`src/rtl/csi_tx_phy_dat_seq.sv`:
```
// Transmit-side sequencer for one MIPI D-PHY HS data lane: LP entry, HS-zero, sync, payload, trail, LP exit.
// Define CSI_TX_BURST_STATS_EN to add the burst_cnt / last_len statistics outputs.
module csi_tx_phy_dat_seq #(
  parameter bit         INVERT    = 1'b0,
  parameter logic [7:0] T_LPX     = 8'd4,
  parameter logic [7:0] T_PREPARE = 8'd4,
  parameter logic [7:0] T_ZERO    = 8'd10,
  parameter logic [7:0] T_TRAIL   = 8'd4,
  parameter logic [7:0] T_EXIT    = 8'd8
) (
  input  logic        byte_clock,
  input  logic        reset_n,
  input  logic        in_valid,
  input  logic [7:0]  in_data,
  input  logic        in_last,
  output logic        in_ready,
  output logic [7:0]  hs_byte,
  output logic        hs_oe,
  output logic        lp_p,
  output logic        lp_n,
  output logic        busy,
  output logic        underrun
`ifdef CSI_TX_BURST_STATS_EN
  ,
  output logic [15:0] burst_cnt,
  output logic [15:0] last_len
`endif
);

  typedef enum logic [2:0] {
    S_IDLE, S_LPX, S_PREP, S_ZERO, S_SYNC, S_DATA, S_TRAIL, S_EXIT
  } state_t;

  localparam logic [7:0] SYNC_BYTE = 8'hB8;
  localparam logic [7:0] HS_MASK   = {8{INVERT}};

  // Counter load values: a state lasts load+1 cycles, so a zero parameter still gives one cycle.
  localparam logic [7:0] LD_LPX   = (T_LPX     == 8'd0) ? 8'd0 : T_LPX     - 8'd1;
  localparam logic [7:0] LD_PREP  = (T_PREPARE == 8'd0) ? 8'd0 : T_PREPARE - 8'd1;
  localparam logic [7:0] LD_ZERO  = (T_ZERO    == 8'd0) ? 8'd0 : T_ZERO    - 8'd1;
  localparam logic [7:0] LD_TRAIL = (T_TRAIL   == 8'd0) ? 8'd0 : T_TRAIL   - 8'd1;
  localparam logic [7:0] LD_EXIT  = (T_EXIT    == 8'd0) ? 8'd0 : T_EXIT    - 8'd1;

  state_t     state_q, state_d;
  logic [7:0] cnt_q, cnt_d;
  logic [7:0] raw_q, raw_d;      // un-inverted lane byte, source of the trail polarity
  logic       trail_q, trail_d;  // trail bit level, ~b7 of the last payload byte
  logic       hs_oe_d;
  logic [1:0] lp_d;
  logic       busy_d;
  logic       underrun_d;

  assign in_ready = (state_q == S_DATA);

  // NOTE: every signal gets a default before the case so no path leaves it unassigned and infers a latch.
  always_comb begin
    state_d    = state_q;
    cnt_d      = cnt_q;
    raw_d      = 8'h00;
    trail_d    = trail_q;
    hs_oe_d    = 1'b0;
    lp_d       = 2'b11;
    busy_d     = 1'b1;
    underrun_d = underrun;

    unique case (state_q)
      S_IDLE: begin
        busy_d = 1'b0;
        if (in_valid) begin
          state_d = S_LPX;
          cnt_d   = LD_LPX;
        end
      end
      S_LPX: begin
        lp_d = 2'b01;
        if (cnt_q == 8'd0) begin
          state_d = S_PREP;
          cnt_d   = LD_PREP;
        end else begin
          cnt_d = cnt_q - 8'd1;
        end
      end
      S_PREP: begin
        lp_d = 2'b00;
        if (cnt_q == 8'd0) begin
          state_d = S_ZERO;
          cnt_d   = LD_ZERO;
        end else begin
          cnt_d = cnt_q - 8'd1;
        end
      end
      S_ZERO: begin
        lp_d    = 2'b00;
        hs_oe_d = 1'b1;
        if (cnt_q == 8'd0) begin
          state_d = S_SYNC;
        end else begin
          cnt_d = cnt_q - 8'd1;
        end
      end
      S_SYNC: begin
        lp_d    = 2'b00;
        hs_oe_d = 1'b1;
        raw_d   = SYNC_BYTE;
        state_d = S_DATA;
      end
      S_DATA: begin
        lp_d    = 2'b00;
        hs_oe_d = 1'b1;
        if (in_valid) begin
          raw_d   = in_data;
          trail_d = ~in_data[7];
          if (in_last) begin
            state_d = S_TRAIL;
            cnt_d   = LD_TRAIL;
          end
        end else begin
          // Starvation: the byte already on the lane becomes the last one and
          // the first trail byte goes out now, so the trail still totals T_TRAIL.
          underrun_d = 1'b1;
          raw_d      = {8{~raw_q[7]}};
          trail_d    = ~raw_q[7];
          if (LD_TRAIL == 8'd0) begin
            state_d = S_EXIT;
            cnt_d   = LD_EXIT;
          end else begin
            state_d = S_TRAIL;
            cnt_d   = LD_TRAIL - 8'd1;
          end
        end
      end
      S_TRAIL: begin
        lp_d    = 2'b00;
        hs_oe_d = 1'b1;
        raw_d   = {8{trail_q}};
        if (cnt_q == 8'd0) begin
          state_d = S_EXIT;
          cnt_d   = LD_EXIT;
        end else begin
          cnt_d = cnt_q - 8'd1;
        end
      end
      S_EXIT: begin
        if (cnt_q == 8'd0) begin
          state_d = S_IDLE;
        end else begin
          cnt_d = cnt_q - 8'd1;
        end
      end
      default: begin
        state_d = S_IDLE;
        cnt_d   = 8'd0;
      end
    endcase
  end

  // NOTE: sequential state uses non-blocking assignments so every register samples pre-edge values.
  always_ff @(posedge byte_clock) begin
    if (!reset_n) begin
      state_q  <= S_IDLE;
      cnt_q    <= 8'd0;
      raw_q    <= 8'h00;
      trail_q  <= 1'b0;
      hs_byte  <= HS_MASK;
      hs_oe    <= 1'b0;
      lp_p     <= 1'b1;
      lp_n     <= 1'b1;
      busy     <= 1'b0;
      underrun <= 1'b0;
    end else begin
      state_q  <= state_d;
      cnt_q    <= cnt_d;
      raw_q    <= raw_d;
      trail_q  <= trail_d;
      hs_byte  <= raw_d ^ HS_MASK;
      hs_oe    <= hs_oe_d;
      lp_p     <= lp_d[1];
      lp_n     <= lp_d[0];
      busy     <= busy_d;
      underrun <= underrun_d;
    end
  end

`ifdef CSI_TX_BURST_STATS_EN
  logic [15:0] len_q;
  logic        burst_done;

  // A burst completes when the lane leaves HS-trail, whichever state it leaves from.
  assign burst_done = ((state_q == S_TRAIL) && (cnt_q == 8'd0)) ||
                      ((state_q == S_DATA) && !in_valid && (LD_TRAIL == 8'd0));

  always_ff @(posedge byte_clock) begin
    if (!reset_n) begin
      len_q     <= 16'd0;
      burst_cnt <= 16'd0;
      last_len  <= 16'd0;
    end else begin
      if (state_q == S_IDLE) begin
        len_q <= 16'd0;
      end else if (in_ready && in_valid) begin
        len_q <= len_q + 16'd1;
      end
      if (burst_done) begin
        burst_cnt <= burst_cnt + 16'd1;
        last_len  <= len_q;
      end
    end
  end
`endif

endmodule
```
`config.mk`:
```
export PLATFORM = sky130hd
export DESIGN_NAME = csi_tx_phy_dat_seq
export DESIGN_NICKNAME = d
export VERILOG_FILES = /design/src/rtl/csi_tx_phy_dat_seq.sv
export SDC_FILE = /design/constraint.sdc
export NUM_CORES = 1
export LEC_CHECK = 0
export ABC_CLOCK_PERIOD_IN_PS = 4200
export BUFFER_PORTS_ARGS = -buffer_cell sky130_fd_sc_hd__buf_4
export CAP_MARGIN = 20
export CELL_PAD_IN_SITES_DETAIL_PLACEMENT = 1
export CELL_PAD_IN_SITES_GLOBAL_PLACEMENT = 2
export CORE_MARGIN = 2
export CORE_UTILIZATION = 30
export DETAILED_ROUTE_END_ITERATION = 8
export MAX_ROUTING_LAYER = met4
export PLACE_DENSITY = 0.73
export SYNTH_ARGS = -nofsm -noshare
export SYNTH_HDL_FRONTEND = slang
export SYNTH_SLANG_ARGS = --single-unit
```
`constraint.sdc`:
```
create_clock -name byte_clock -period 4.2 [get_ports byte_clock]
set_input_delay 0.21 -clock byte_clock [delete_from_list [all_inputs] [get_ports byte_clock]]
set_output_delay 0.21 -clock byte_clock [all_outputs]
set_load 0.02 [all_outputs]
```
==> results.yml, run 1 <==
placement:
  place_inst: 207
  finalWeightedCongestion: 0.789
  hpwlAfterDp_mm: 2.37
  post-place-ws_ns: 1.99
  port-buffer-count: 25
sta:
  setup_viol: 0
  fin_setup_tns_ns: 0
  rsz0062_at_grt: "false"
  fin_crit_sh_pct: 53.1
  tightest_slew_ns: 0.758
  slew_viol_final: 0
  relSlewSlack_pct: 49.5
  max_freq_mhz: 448
  min_period_ns: 2.23
  setup_slack_ns: 1.97
  fin_skew_ns: 0.00456
  hold_viol: 0
global_route:
  grt_antenna_before_repair: 0
  grt_pass1_wl_mm: 5.24
  grt_start_max_net_pins: 17
  grt-ovfl-total: 0
  grt_pass1_vias: 1073
  grt_use_total_pct: 15.8
critical_path:
  endpoint_kind: "register"
  cp.required_ns: 4.35
  worstPathMaxFanout: 8
  critPathKind: "reg -> reg"
  start_kind: "register"
  arrival_ns: 2.38
clock_tree:
  insertion_delay_ns: 0.27
  ctsResizeCount: 0
  cts_setup_buffers: 0
  clock-root-buffer: "clkbuf_8"
  cts_max_level: 1
  cts.sinks: 25
  cts_max_path_buffers: 2
  cts_hold_buffers: 0
  clkTransAtPathRegs_ns: 0.09
  cts_tree: "yes"
  numCtsBuffers: 3
synthesis:
  yosysWarnings: 0
  synth_cells: 141
  netlist_area_um2: 1190
  synth_area_per_cell_um2: 8.47
  synthDistinctLibCells: 43
  synth_top_cell_area_share_pct: 41.9
  ys_async_sr_fraction_pct: 0
  synthFlopType: "dfxtp_1"
  synth_fp_nets: 154
  yosysSeqAreaShare_pct: 41.9
  synth_edf_count: 0
  ys_ff_latch: 25
  synth_area_leaders: "dfxtp_1 42%, a21oi_1 5.9%, o21ai_0 5.4%, nor2_1 3.8%, nand3_1 3.4%"
  synth_top_cell_by_area: "dfxtp_1"
power:
  pwr-share-comb_pct: 48.6
  switching_share_pct: 45.1
  p_per_area_nw_per_um2: 686
  switchingPower_uw: 449
  ir_drop_uv: 215
  pwr-share-clk_pct: 14.3
  sequentialPowerShare_pct: 37.2
  p_int_uw: 547
  leakage_nw: 0.564
layout:
  drive_gt1_share_pct: 21.5
  utilization_pct: 38.8
  num-nets-final: 177
  antennaDiodeCount: 0
  fill_cells: 473
  fin_cells: 211
  area_growth_pct: 21.7
routing:
  routed_via_density: 5.37
  drc: 0
  wl_mm: 3.16
  via_count: 1134
  postRouteAntennaNets: 0
  dr.pass1.iters: 4
  wl_per_cell_um: 15.0
  dr.first_iter.drc_count: 27
floorplanning:
  dieArea_um2: 4500
  design.core.area_um2: 3740
  initial_core_util_pct: 31.9
  io-pin-count: 26
  rows: 22
  die_h_um: 67.1
  fp.dieW_um: 67.1
job:
  drv_cap: 0
hold_path:
  hp-class: "in -> reg"
status:
  status: "finished clean"
==> state kept, by name, summed over array words and instances, names as in the netlist <==
name      flops
cnt_q         8
state_q       3
trail_q       1
lp_p          1
hs_oe         1
busy          1
raw_q         8
lp_n          1
underrun      1
==> placed cells by master (no fill, tap or decap), types with 2 or more instances in the layout <==
cell / n
xnor2_1: 3
a32oi_1: 3
clkbuf_8: 3
o211ai_1: 3
buf_4: 25
inv_1: 7
o21ai_1: 2
nor4_1: 2
or3_1: 2
a211oi_1: 2
nand2b_1: 2
nand3_1: 8
nor2_1: 12
a21oi_1: 14
nor2b_1: 2
nand2_1: 7
o21ai_0: 13
nand4_1: 2
nor3_4: 2
or2_1: 2
dfxtp_1: 25
==> power by group through the flow <==
stage,Combinational (mW),Sequential [mW],Clock [mW]
detailed placement,0.482,0.375,0
finish,0.484,0.370,0.142
global route,0.540,0.382,0.159
global placement,0.483,0.372,0
floorplan,0.404,0.351,0
CTS,0.487,0.369,0.149
==> layer usage <==
| layer | wire length, um | up-vias | share of wire, % | track usage (%) |
|---|---|---|---|---|
| met5 | 0 | - | 0 | - |
| met4 | 19 | 0 | 0.60 | 5.36 |
| met3 | 91 | 2 | 2.9 | 2.03 |
| met2 | 1480 | 17 | 47 | 23.1 |
| met1 | 1570 | 552 | 50 | 22.3 |
| li1 | - | 563 | - | - |
==> stage by stage <==
step                power (mW)  hold WS (ns)  instance area, um2
CTS                       1.00         0.214                1450
floorplan                0.756         0.359                1190
global placement         0.855         0.458                1410
global route              1.08         0.219                1450
finish                   0.997         0.221                1450
detailed placement       0.856         0.470                1410
==> final timing paths <==
kind                            slack, ns  cells past startpoint  endpoint  startpoint
worst max-delay path                 1.97                      7  cnt_q[0]    cnt_q[0]
worst min-delay path                 0.22                      2      lp_p     reset_n
worst max register to register       1.97                      7  cnt_q[0]    cnt_q[0]
worst min register to register       0.49                      2  underrun    underrun
==> Yosys cell counts, types with 2 or more instances <==
master,count
o21ai_1,2
nor2b_1,2
clkbuf_1,5
dfxtp_1,25
nor2_1,12
a21oi_1,14
nand2_1,7
o211ai_1,3
inv_1,7
nor3_4,2
nor4_1,2
or3_1,2
nand3_1,8
a32oi_1,3
xnor2_1,3
a211oi_1,2
or2_1,2
nand4_1,2
o21ai_0,13
nand2b_1,2
==> critical path: stages (launching register included) <==
cell and delay [ns]:
dfxtp_1 0.36, inv_1 0.07, ha_1 0.20, or4b_1 0.68, nor3_4 0.33, or2_1 0.28, a211o_1 0.15, a21oi_2 0.05
==> cells by family after synthesis <==
group,share of synthesized area [%]
adders and majority gates,1.05
buffers and inverters,5.13
xor gates and xnor gates,2.20
AOI/OAI and AO/OA,26.2
and+or+nand+nor,23.6
DFF,41.9
==> layout make-up <==
| type | count | area, um2 | share of cell area, % |
|---|---|---|---|
| Tap cell | 48 | 60.1 | 4.13 |
| Multi-Input combinational cell | 102 | 633 | 43.5 |
| Clock inverter | 1 | 5.00 | 0.344 |
| Timing Repair Buffer | 25 | 188 | 12.9 |
| Inverter | 7 | 26.3 | 1.81 |
| Sequential cell | 25 | 500 | 34.4 |
| Clock buffer | 3 | 41.3 | 2.84 |
Note: power is estimated with default switching activity, not from simulation.
==> run 2, diff against run 1 <==
- ABC_AREA: not set -> 1
- ABC_CLOCK_PERIOD_IN_PS: 4200 -> 2050
- CORE_UTILIZATION: 30 -> 26
- PLACE_DENSITY: 0.73 -> 0.71
- clock period: 4.2 -> 2.05 ns (I/O delays scaled with it)
==> run 2 against run 1 <==
Register-to-register slack lost 1.7 ns; clock-buffer cell count is the same; non-clock buffer count unchanged; critical endpoint is now cnt_q[1]; largest cell class unchanged; largest power group unchanged; highest routed layer unchanged.
==> results.yml, run 2 <==
status:
  status: "finished clean"
sta:
  relSlewSlack_pct: 64.3
  fin_setup_tns_ns: 0
  hold_viol: 0
  tightest_slew_ns: 0.531
  slew_viol_final: 0
  fin_crit_sh_pct: 87.6
  min_period_ns: 1.80
  fin_skew_ns: 0.00873
  setup_viol: 0
  rsz0062_at_grt: "false"
  max_freq_mhz: 557
  timing.hold.ws_ns: 0.0943
synthesis:
  yosysMostFrequentCell: "nand2_1"
  yosysWarnings: 0
  ys_async_sr_fraction_pct: 0
  synth_top_cell_by_area: "dfxtp_1"
  synth_commonest_cells: "51 x nand2_1, 25 x dfxtp_1, 18 x a21oi_1, 18 x nor2_1, 16 x inv_1"
  synth_compound_area_share_pct: 15.8
  synthMuxAreaShare_pct: 0
  yosysSeqAreaShare_pct: 39.9
  netlist_area_um2: 1250
  synthAdderAreaFrac_pct: 0.997
  synthDistinctLibCells: 22
  synth_cells: 186
  synth_top_cell_area_share_pct: 39.9
  synth_top_family_by_area: "simple AND/OR/NAND/NOR gates"
  synthFlopType: "dfxtp_1"
  ys_ff_latch: 25
  synth_fp_nets: 199
  yosys.area_share.simple_pct: 32.5
  synth_area_leaders: "dfxtp_1 40%, nand2_1 15%, a21oi_1 7.2%, o21ai_0 5.6%, nor2_1 5.4%"
  synth_area_per_cell_um2: 6.75
  synth-xor-area-share_pct: 2.09
  synth_edf_count: 0
power:
  leakage_nw: 0.728
  ir_drop_uv: 471
  p_int_mw: 1.22
  switchingPower_mw: 1.15
  switching_share_pct: 48.5
  p_per_area_nw_per_um2: 1540
  pwr-share-comb_pct: 54.3
  total_power_mw: 2.37
  sequentialPowerShare_pct: 32.1
  pwr-share-clk_pct: 13.6
critical_path:
  crit_buf_inv: 1
  path_delay_family: "simple AND/OR/NAND/NOR gates"
  r2r-end: "cnt_q[1]"
  cp_slowest_cell: "dfxtp_1"
  arrival_ns: 1.98
  critical_path_depth: 9
  cpMostUsedCell: "nor2_1"
  r2r_slack_ns: 0.25
  endpoint_kind: "register"
  r2r_start: "cnt_q[0]"
  cp.required_ns: 2.24
  crit_path_max_incr_delay_ns: 0.33
  start_kind: "register"
  worstPathMaxFanout: 8
  critPathKind: "reg -> reg"
  worstRegToRegCells: 9
  path_cells: "inv_1 -> ha_1 -> nand2_1 -> nor2_1 -> nand3_1 -> nand2_2 -> nor2_4 -> o21ai_0 -> nor2_1"
hold_path:
  min_to: "raw_q[6]"
  hp-start: "in_data[6]"
  hp-class: "in -> reg"
  min_path_cells: 3
layout:
  antennaDiodeCount: 0
  area_growth_pct: 22.3
  layout_common_cells: "51 x nand2_1, 25 x dfxtp_1, 25 x buf_4"
  drive_gt1_share_pct: 20.4
  largestRegisters: "cnt_q: 8 flops, raw_q: 8 flops, state_q: 3 flops"
  num-nets-final: 225
  fin_cells: 265
  layout_commonest_cell: "nand2_1"
  fill_cells: 609
floorplanning:
  design.core.area_um2: 4690
  dieArea_um2: 5400
  rows: 25
  io-pin-count: 26
  initial_core_util_pct: 26.7
  die_h_um: 73.5
  fp.dieW_um: 73.5
routing:
  drc: 0
  wl_mm: 3.63
  dr.pass1.iters: 4
  dr.first_iter.drc_count: 51
  postRouteAntennaNets: 0
  wl_per_cell_um: 13.7
  via_count: 1266
  routed_via_density: 4.78
job:
  drv_cap: 0
clock_tree:
  insertion_delay_ns: 0.28
  clkTransAtPathRegs_ns: 0.10
  cts_max_level: 1
  cts_setup_buffers: 0
  cts_tree: "yes"
  cts_max_path_buffers: 2
  cts_hold_buffers: 0
  numCtsBuffers: 3
  clock-root-buffer: "clkbuf_8"
  cts.sinks: 25
  ctsResizeCount: 0
global_route:
  grt_antenna_before_repair: 0
  grt_use_total_pct: 14.7
  grt-ovfl-total: 0
  grt_pass1_wl_mm: 5.91
  grt_start_max_net_pins: 18
  grt_pass1_vias: 1263
placement:
  place_inst: 261
  hpwlAfterDp_mm: 2.82
  port-buffer-count: 25
  finalWeightedCongestion: 0.872
==> run 2: worst max-delay path by stage <==
stage / from / end / slack [ns]
3_5_place_dp: cnt_q[0] / cnt_q[1] / 0.27
6_report: cnt_q[0] / cnt_q[1] / 0.25
3_3_place_gp: cnt_q[0] / cnt_q[1] / 0.39
5_1_grt: cnt_q[0] / cnt_q[1] / 0.08
4_1_cts: cnt_q[0] / cnt_q[1] / 0.24
2_1_floorplan: cnt_q[0] / cnt_q[1] / 0.53
==> run 2: layer usage <==
| layer | global-route usage, % | up-vias | part of all wire, % |
|---|---|---|---|
| li1 | - | 652 | - |
| met2 | 22.1 | 13 | 47 |
| met1 | 19.5 | 596 | 49 |
| met5 | - | - | 0 |
| met4 | 6.67 | 0 | 1.8 |
| met3 | 2.06 | 5 | 1.9 |
==> run 2: cell type report <==
cell class | count | area [um2] | area share, %
clock buffer | 3 | 41.3 | 2.69
clock inverter | 1 | 7.51 | 0.489
multi-input combinational | 134 | 644 | 42.0
sequential | 25 | 500 | 32.6
tap | 54 | 67.6 | 4.40
timing repair buffer | 25 | 188 | 12.2
inverter | 23 | 86.3 | 5.62
==> run 2: metrics by stage <==
step / cell area [um2] / utilization (%) / setup WS [ns]
4_1_cts: 1540 / 32.7 / 0.244
2_1_floorplan: 1250 / - / 0.530
5_1_grt: 1540 / 32.7 / 0.0823
3_3_place_gp: 1490 / 31.7 / 0.385
3_5_place_dp: 1490 / 31.7 / 0.265
6_report: 1540 / 32.7 / 0.255
==> run 2: worst min-delay path, cell delays in order <==
cell and delay, ns:
buf_4 0.07, o21ai_0 0.06, a21oi_1 0.10
==> run 2: kinds of logic after synthesis <==
family,count (synthesis)
AOI/OAI and AO/OA,38
xor gates and xnor gates,3
and+or+nand+nor,92
adders and majority gates,1
buffers and inverters,27
DFF,25
==> run 2: power by group through the flow <==
stage	clock network [mW]	registers [mW]	logic, mW
6_report	0.321	0.760	1.29
5_1_grt	0.345	0.780	1.48
4_1_cts	0.334	0.762	1.30
3_5_place_dp	0	0.773	1.30
3_3_place_gp	0	0.771	1.28
2_1_floorplan	0	0.788	0.911
